--- src/rtl/satd_seq_ctrl.sv ---
// satd_seq_ctrl: sequencer in front of the SATD datapath.
// One request covers 1..MAX_BLK 8x8 sub-blocks. Each sub-block gets a start
// pulse plus index. The per-sub-block SATD values are summed into one
// saturating cost, which is returned on a valid/ready result port.
//
// Optional feature macro: SATD_SEQ_TIMEOUT_EN
//   defined   : WAIT gives up after ITERATIONS+TO_SLACK silent cycles and
//               returns the partial cost with res_err=1.
//   undefined : no timer; WAIT waits indefinitely; res_err is constant 0.
//
// Handshakes: a transfer happens on a rising clk edge where valid & ready are
// both 1. The request side (req_valid/req_ready) and the result side
// (res_valid/res_ready) follow this rule. res_valid and res_cost stay stable
// until the transfer. dp_start/dp_done are single-cycle pulses, not handshakes.
module satd_seq_ctrl #(
    parameter int WIDTH      = 8,
    parameter int ITERATIONS = 15,
    parameter int MAX_BLK    = 4,
    parameter int IDX_W      = 2,
    parameter int SATD_W     = 16,
    parameter int ACC_W      = 18,
    parameter int TO_SLACK   = 8
) (
    input  logic              clk,
    input  logic              rst,
    input  logic              req_valid,
    output logic              req_ready,
    input  logic [IDX_W:0]    req_nblk,
    output logic              dp_start,
    output logic [IDX_W-1:0]  dp_idx,
    input  logic              dp_done,
    input  logic [SATD_W-1:0] dp_satd,
    output logic              res_valid,
    input  logic              res_ready,
    output logic [ACC_W-1:0]  res_cost,
    output logic              res_err
);

    // Reject configurations the counters and adder below cannot represent.
    if ((WIDTH < 1) || (ITERATIONS < 1) || (TO_SLACK < 0) || (MAX_BLK < 1) ||
        (MAX_BLK > (1 << IDX_W)) || (SATD_W > ACC_W)) begin : g_cfg_check
        $error("satd_seq_ctrl: unsupported parameter combination");
    end

    typedef enum logic [1:0] {
        S_IDLE  = 2'd0,
        S_ISSUE = 2'd1,
        S_WAIT  = 2'd2,
        S_OUT   = 2'd3
    } state_t;

    localparam logic [IDX_W:0] MAX_N    = (IDX_W+1)'(MAX_BLK);
    localparam logic [IDX_W:0] NBLK_ONE = (IDX_W+1)'(1);

    state_t              state_q, state_d;
    logic [IDX_W:0]      nblk_q, nblk_d;
    logic [IDX_W-1:0]    idx_q, idx_d;
    logic [ACC_W-1:0]    acc_q, acc_d;

    logic [ACC_W:0]      sum_ext;
    logic [ACC_W-1:0]    acc_sat;
    logic                last_blk;

`ifdef SATD_SEQ_TIMEOUT_EN
    localparam int TO_LIMIT = ITERATIONS + TO_SLACK;
    localparam int TMR_W    = $clog2(TO_LIMIT + 1);

    logic [TMR_W-1:0]    timer_q, timer_d;
    logic                err_q, err_d;
`endif

    // Saturating accumulate: one extra carry bit detects overflow.
    always_comb begin
        sum_ext  = {1'b0, acc_q} + (ACC_W+1)'(dp_satd);
        acc_sat  = sum_ext[ACC_W] ? {ACC_W{1'b1}} : sum_ext[ACC_W-1:0];
        last_blk = ({1'b0, idx_q} == (nblk_q - NBLK_ONE));
    end

    // State and datapath registers, cleared asynchronously.
    always_ff @(posedge clk or posedge rst) begin
        if (rst) begin
            state_q <= S_IDLE;
            nblk_q  <= '0;
            idx_q   <= '0;
            acc_q   <= '0;
`ifdef SATD_SEQ_TIMEOUT_EN
            timer_q <= '0;
            err_q   <= 1'b0;
`endif
        end else begin
            state_q <= state_d;
            nblk_q  <= nblk_d;
            idx_q   <= idx_d;
            acc_q   <= acc_d;
`ifdef SATD_SEQ_TIMEOUT_EN
            timer_q <= timer_d;
            err_q   <= err_d;
`endif
        end
    end

    // Next-state logic; every register holds unless a state says otherwise.
    always_comb begin
        state_d = state_q;
        nblk_d  = nblk_q;
        idx_d   = idx_q;
        acc_d   = acc_q;
`ifdef SATD_SEQ_TIMEOUT_EN
        timer_d = timer_q;
        err_d   = err_q;
`endif
        unique case (state_q)
            S_IDLE: begin
                if (req_valid) begin
                    nblk_d  = (req_nblk > MAX_N) ? MAX_N : req_nblk;
                    idx_d   = '0;
                    acc_d   = '0;
`ifdef SATD_SEQ_TIMEOUT_EN
                    err_d   = 1'b0;
`endif
                    // An empty request goes straight to the result with cost 0.
                    state_d = (req_nblk == '0) ? S_OUT : S_ISSUE;
                end
            end
            S_ISSUE: begin
`ifdef SATD_SEQ_TIMEOUT_EN
                timer_d = '0;
`endif
                state_d = S_WAIT;
            end
            S_WAIT: begin
                if (dp_done) begin
                    acc_d = acc_sat;
                    if (last_blk) begin
                        state_d = S_OUT;
                    end else begin
                        idx_d   = idx_q + 1'b1;
                        state_d = S_ISSUE;
                    end
                end else begin
`ifdef SATD_SEQ_TIMEOUT_EN
                    // The cycle that would bring the timer to the limit ends
                    // the wait, so WAIT lasts exactly TO_LIMIT silent cycles.
                    if (timer_q == TMR_W'(TO_LIMIT - 1)) begin
                        err_d   = 1'b1;
                        state_d = S_OUT;
                    end else if (timer_q != {TMR_W{1'b1}}) begin
                        timer_d = timer_q + 1'b1;
                    end
`endif
                end
            end
            S_OUT: begin
                if (res_ready) begin
                    state_d = S_IDLE;
                end
            end
            default: state_d = S_IDLE;
        endcase
    end

    // Moore outputs decoded from the state register.
    always_comb begin
        req_ready = (state_q == S_IDLE);
        dp_start  = (state_q == S_ISSUE);
        dp_idx    = idx_q;
        res_valid = (state_q == S_OUT);
        res_cost  = acc_q;
`ifdef SATD_SEQ_TIMEOUT_EN
        res_err   = err_q;
`else
        res_err   = 1'b0;
`endif
    end

endmodule

--- config.mk ---
export PLATFORM = sky130hd
export DESIGN_NAME = satd_seq_ctrl
export DESIGN_NICKNAME = d
export VERILOG_FILES = /design/src/rtl/satd_seq_ctrl.sv
export SDC_FILE = /design/constraint.sdc
export NUM_CORES = 1
export LEC_CHECK = 0
export CAP_MARGIN = 20
export CORE_ASPECT_RATIO = 0.75
export CORE_MARGIN = 2
export CORE_UTILIZATION = 46
export CTS_BUF_LIST = sky130_fd_sc_hd__clkbuf_2 sky130_fd_sc_hd__clkbuf_4 sky130_fd_sc_hd__clkbuf_8
export DETAILED_ROUTE_END_ITERATION = 6
export PLACE_DENSITY = 0.85
export SLEW_MARGIN = 10
export SYNTH_ARGS = -nofsm -noshare
export SYNTH_HDL_FRONTEND = slang
export SYNTH_SLANG_ARGS = --single-unit
--- constraint.sdc ---
create_clock -name clk -period 2.1 [get_ports clk]
set_clock_uncertainty 0.05 [all_clocks]
set_input_delay 0.63 -clock clk [delete_from_list [all_inputs] [get_ports clk]]
set_output_delay 0.63 -clock clk [all_outputs]
set_load 0.02 [all_outputs]
==> results.toml <==
[floorplanning]
die_y_um = 60.7
fp.dieArea_sq_um = 4840
io_pins = 48
initial_core_util_pct = 48.4
num_rows = 20
core_area_sq_um = 4080
die_x_um = 79.7

[run_status]
violations = "setup timing"
outcome = "finished, violations left"

[routing]
avgRoutedWirePerCell_um = 19.6
drt_wl_total_mm = 7.77
vias = 2406
antenna_left = 0
first_iter_violations = 245
route.detailed.drc = 0
first_pass_iters = 5
via_per_inst = 6.06

[synthesis]
syn-cell-area_sq_um = 1970
synthFlopType = "dfrtp_1"
ys_seq_elements = 25
netlist.area_leader.share_pct = 31.7
synth_top_area_cell = "dfrtp_1"
syn_nets = 267
synth_cell_types = 53
synth_warnings = 0
syn_area_per_cell_sq_um = 8.78
seq_area_frac_synth_pct = 31.7
synthArstFlopShare_pct = 100
synthTopCellsByArea = "dfrtp_1 32%, ha_1 11%, a21oi_1 7.9%"
syn_inst = 225
synth-edff-count = 0

[setup_path]
end_kind = "flip-flop"
path_buf_inv = 3
rr_endpoint = "res_cost[10]$_DFFE_PP0P_"
cp_data_required_time_ns = 2.21
worstPathMaxFanout = 5
crit_path_start = "res_cost[1]$_DFFE_PP0P_"
arrival_ns = 2.38
cp-start-kind = "flip-flop"
path_cells = "buf_6, fa_2, a21o_1, a221oi_4, buf_6, nor4b_4, o21ai_2, buf_6, o211ai_1"
cp_common_cell = "buf_6"
critPathMaxStageDelay_ns = 0.47
critPathKind = "reg -> reg"
cpMaxStageDelayCell = "dfrtp_2"
reg2regPathDepth = 9
cp.depth = 9
reg2reg_slack_ns = -0.17
critPathTopFamily = "compound AO/OA/AOI/OAI gates"
r2r_start = "res_cost[1]$_DFFE_PP0P_"

[timing]
finalCritPeriodShare_pct = 108
fmaxAchievable_mhz = 441
setup_viol = 18
hold_violations = 0
report.final.slew_viol_count = 0
period_minus_slack_ns = 2.27
rsz0062_at_grt = "yes"
fin_ws_ns = -0.169

[run]
maxCapViolations = 0

[worst_hold_path]
hp-class = "reg -> reg"
hold_end = "nblk_q[2]$_DFFE_PP0P_"
hold_start = "nblk_q[2]$_DFFE_PP0P_"
holdPathStages = 1

[clocking]
cts_sinks = 25
path_clk_slew_ns = 0.10
cts-root-buf = "clkbuf_8"
tritoncts = "built"
clk_latency_ns = 0.29
cts_buffers = 3
htree_levels = 1
clk_path_buf_depth = 2
cts-hold-fix-buffers = 0

[power]
seq_power_share_pct = 18.3
power.internal_uw = 2750
p_leak_uw = 0.00163
vdd_drop_max_v = 0.000908
p_sw_share_pct = 46.0
p_clk_share_pct = 6.2
netSwitchingPower_uw = 2340
pwr-share-comb_pct = 75.6
power.density_nw_per_um2 = 1500

[finish]
syn_to_final_growth_pct = 72.2
multi_input_area_sq_um = 1600
seqCellArea_sq_um = 627
insertedDiodeCount = 0
fillers = 243
nets = 385
drive_above_1_share_pct = 40.6
final_area_sq_um = 3400
stdcell_count = 397

[placement]
io_buffers = 46
placed_area_sq_um = 3000
dp_hpwl_mm = 4.75
gp_congestion = 0.888
dp.cells = 383
pre_cts_slack_ns = -0.883

[global_route]
antenna_found_initial = 0
grt_max_degree = 26
grt.total_usage_pct = 30.2
grt_overflow = 0
grt_pass1_wl_mm = 11.2
grt_pass1_vias = 2400
## registers in the layout, indices dropped and copies added, names as in the netlist
| name | flops |
|---|---|
| dp_idx | 2 |
| nblk_q | 3 |
| res_cost | 18 |
| state_q | 2 |
## cell families (layout without fill, tap and decap cells)
logic type,Yosys count,in the layout,share of synthesized area [%]
DFF,25,25,31.7
muxes,4,4,2.15
xor gates and xnor gates,14,14,6.21
other,1,1,0.190
buffers and inverters,17,134,3.61
AOI/OAI and AO/OA,81,81,27.7
adders and majority gates,18,18,11.8
and+or+nand+nor,65,65,16.7
## worst register-to-register path, stage by stage (launching register included)
cell and delay, ns:
dfrtp_2 0.47, buf_6 0.14, fa_2 0.37, a21o_1 0.21, a221oi_4 0.24, buf_6 0.17, nor4b_4 0.06, o21ai_2 0.20
buf_6 0.15, o211ai_1 0.09
## final cells by class
cell class	instances	area share [%]
well taps	55	2.02
inverters	8	0.883
flip-flops and latches	25	18.4
repair buffers	122	30.3
multi-input cells	183	47.0
clock buffers	3	1.21
clock inverters	1	0.147
## power by group through the flow
stage                     clock network [uW]  logic [uW]  registers (uW)
after floorplan                            0        1560            1050
after global placement                     0        3040             859
after detailed placement                   0        3170             877
after CTS                                309        3520             920
after global routing                     339        4050             951
final                                    313        3850             929
## worst max path at each step
stage | to | slack, ns
floorplan | res_cost[10]$_DFFE_PP0P_ | -0.33
global route | res_cost[16]$_DFFE_PP0P_ | -0.22
CTS | res_cost[16]$_DFFE_PP0P_ | -0.12
detailed placement | res_cost[16]$_DFFE_PP0P_ | -0.88
finish | res_cost[10]$_DFFE_PP0P_ | -0.17
global placement | res_cost[16]$_DFFE_PP0P_ | -0.81
## cell usage in the layout, fill, tap and decap left out, drive strengths merged, types with 3 or more instances in the layout
| master | instances |
|---|---|
| xnor2 | 6 |
| dfrtp | 25 |
| xor2 | 8 |
| ha | 17 |
| and2 | 3 |
| inv | 8 |
| nand2 | 26 |
| clkdlybuf4s50 | 17 |
| clkbuf | 3 |
| buf | 82 |
| o211ai | 6 |
| dlygate4sd2 | 16 |
| a21oi | 31 |
| nand4 | 3 |
| a211o | 3 |
| o21ai | 13 |
| dlymetal6s2s | 7 |
| a21o | 7 |
| nand3 | 6 |
| a31oi | 4 |
| nor2 | 14 |
## synthesized netlist by cell type (3+ instances only)
cell       n
a21o_1     7
xor2_1     8
xnor2_1    6
ha_1      17
and2_1     3
nand2_1   26
a31oi_1    4
inv_1      8
clkbuf_1   5
nand3_1    6
nand4_1    3
a21oi_1   31
o211ai_1   6
dfrtp_1   25
nor2_1    12
a211o_1    3
o21ai_0   10
## routing by layer
layer | track usage (%) | routed length, um | up-vias
met4 | 9.61 | 420 | 0
met2 | 57.1 | 3790 | 150
met1 | 34.8 | 2940 | 1145
li1 | - | - | 1059
met3 | 6.25 | 627 | 52
met5 | 0 | 0 | -
## through the flow
step | power, uW | util (%) | hold WS (ns) | TNS [ns]
floorplan | 2610 | - | 0.451 | -5.59
global placement | 3900 | 73.5 | 0.462 | -14.06
detailed placement | 4050 | 73.5 | 0.477 | -15.40
CTS | 4750 | 81.1 | 0.512 | -1.62
global route | 5340 | 83.4 | 0.521 | -3.42
finish | 5090 | 83.4 | 0.510 | -2.30
## what timing repair did
item / in CTS / in global routing
endpoints found under the setup margin: 21 / 24
pin swaps: 37 / 13
resized for setup: 77 / 19
buffers inserted: 7 / 4
Note: power is estimated with default switching activity, not from simulation.
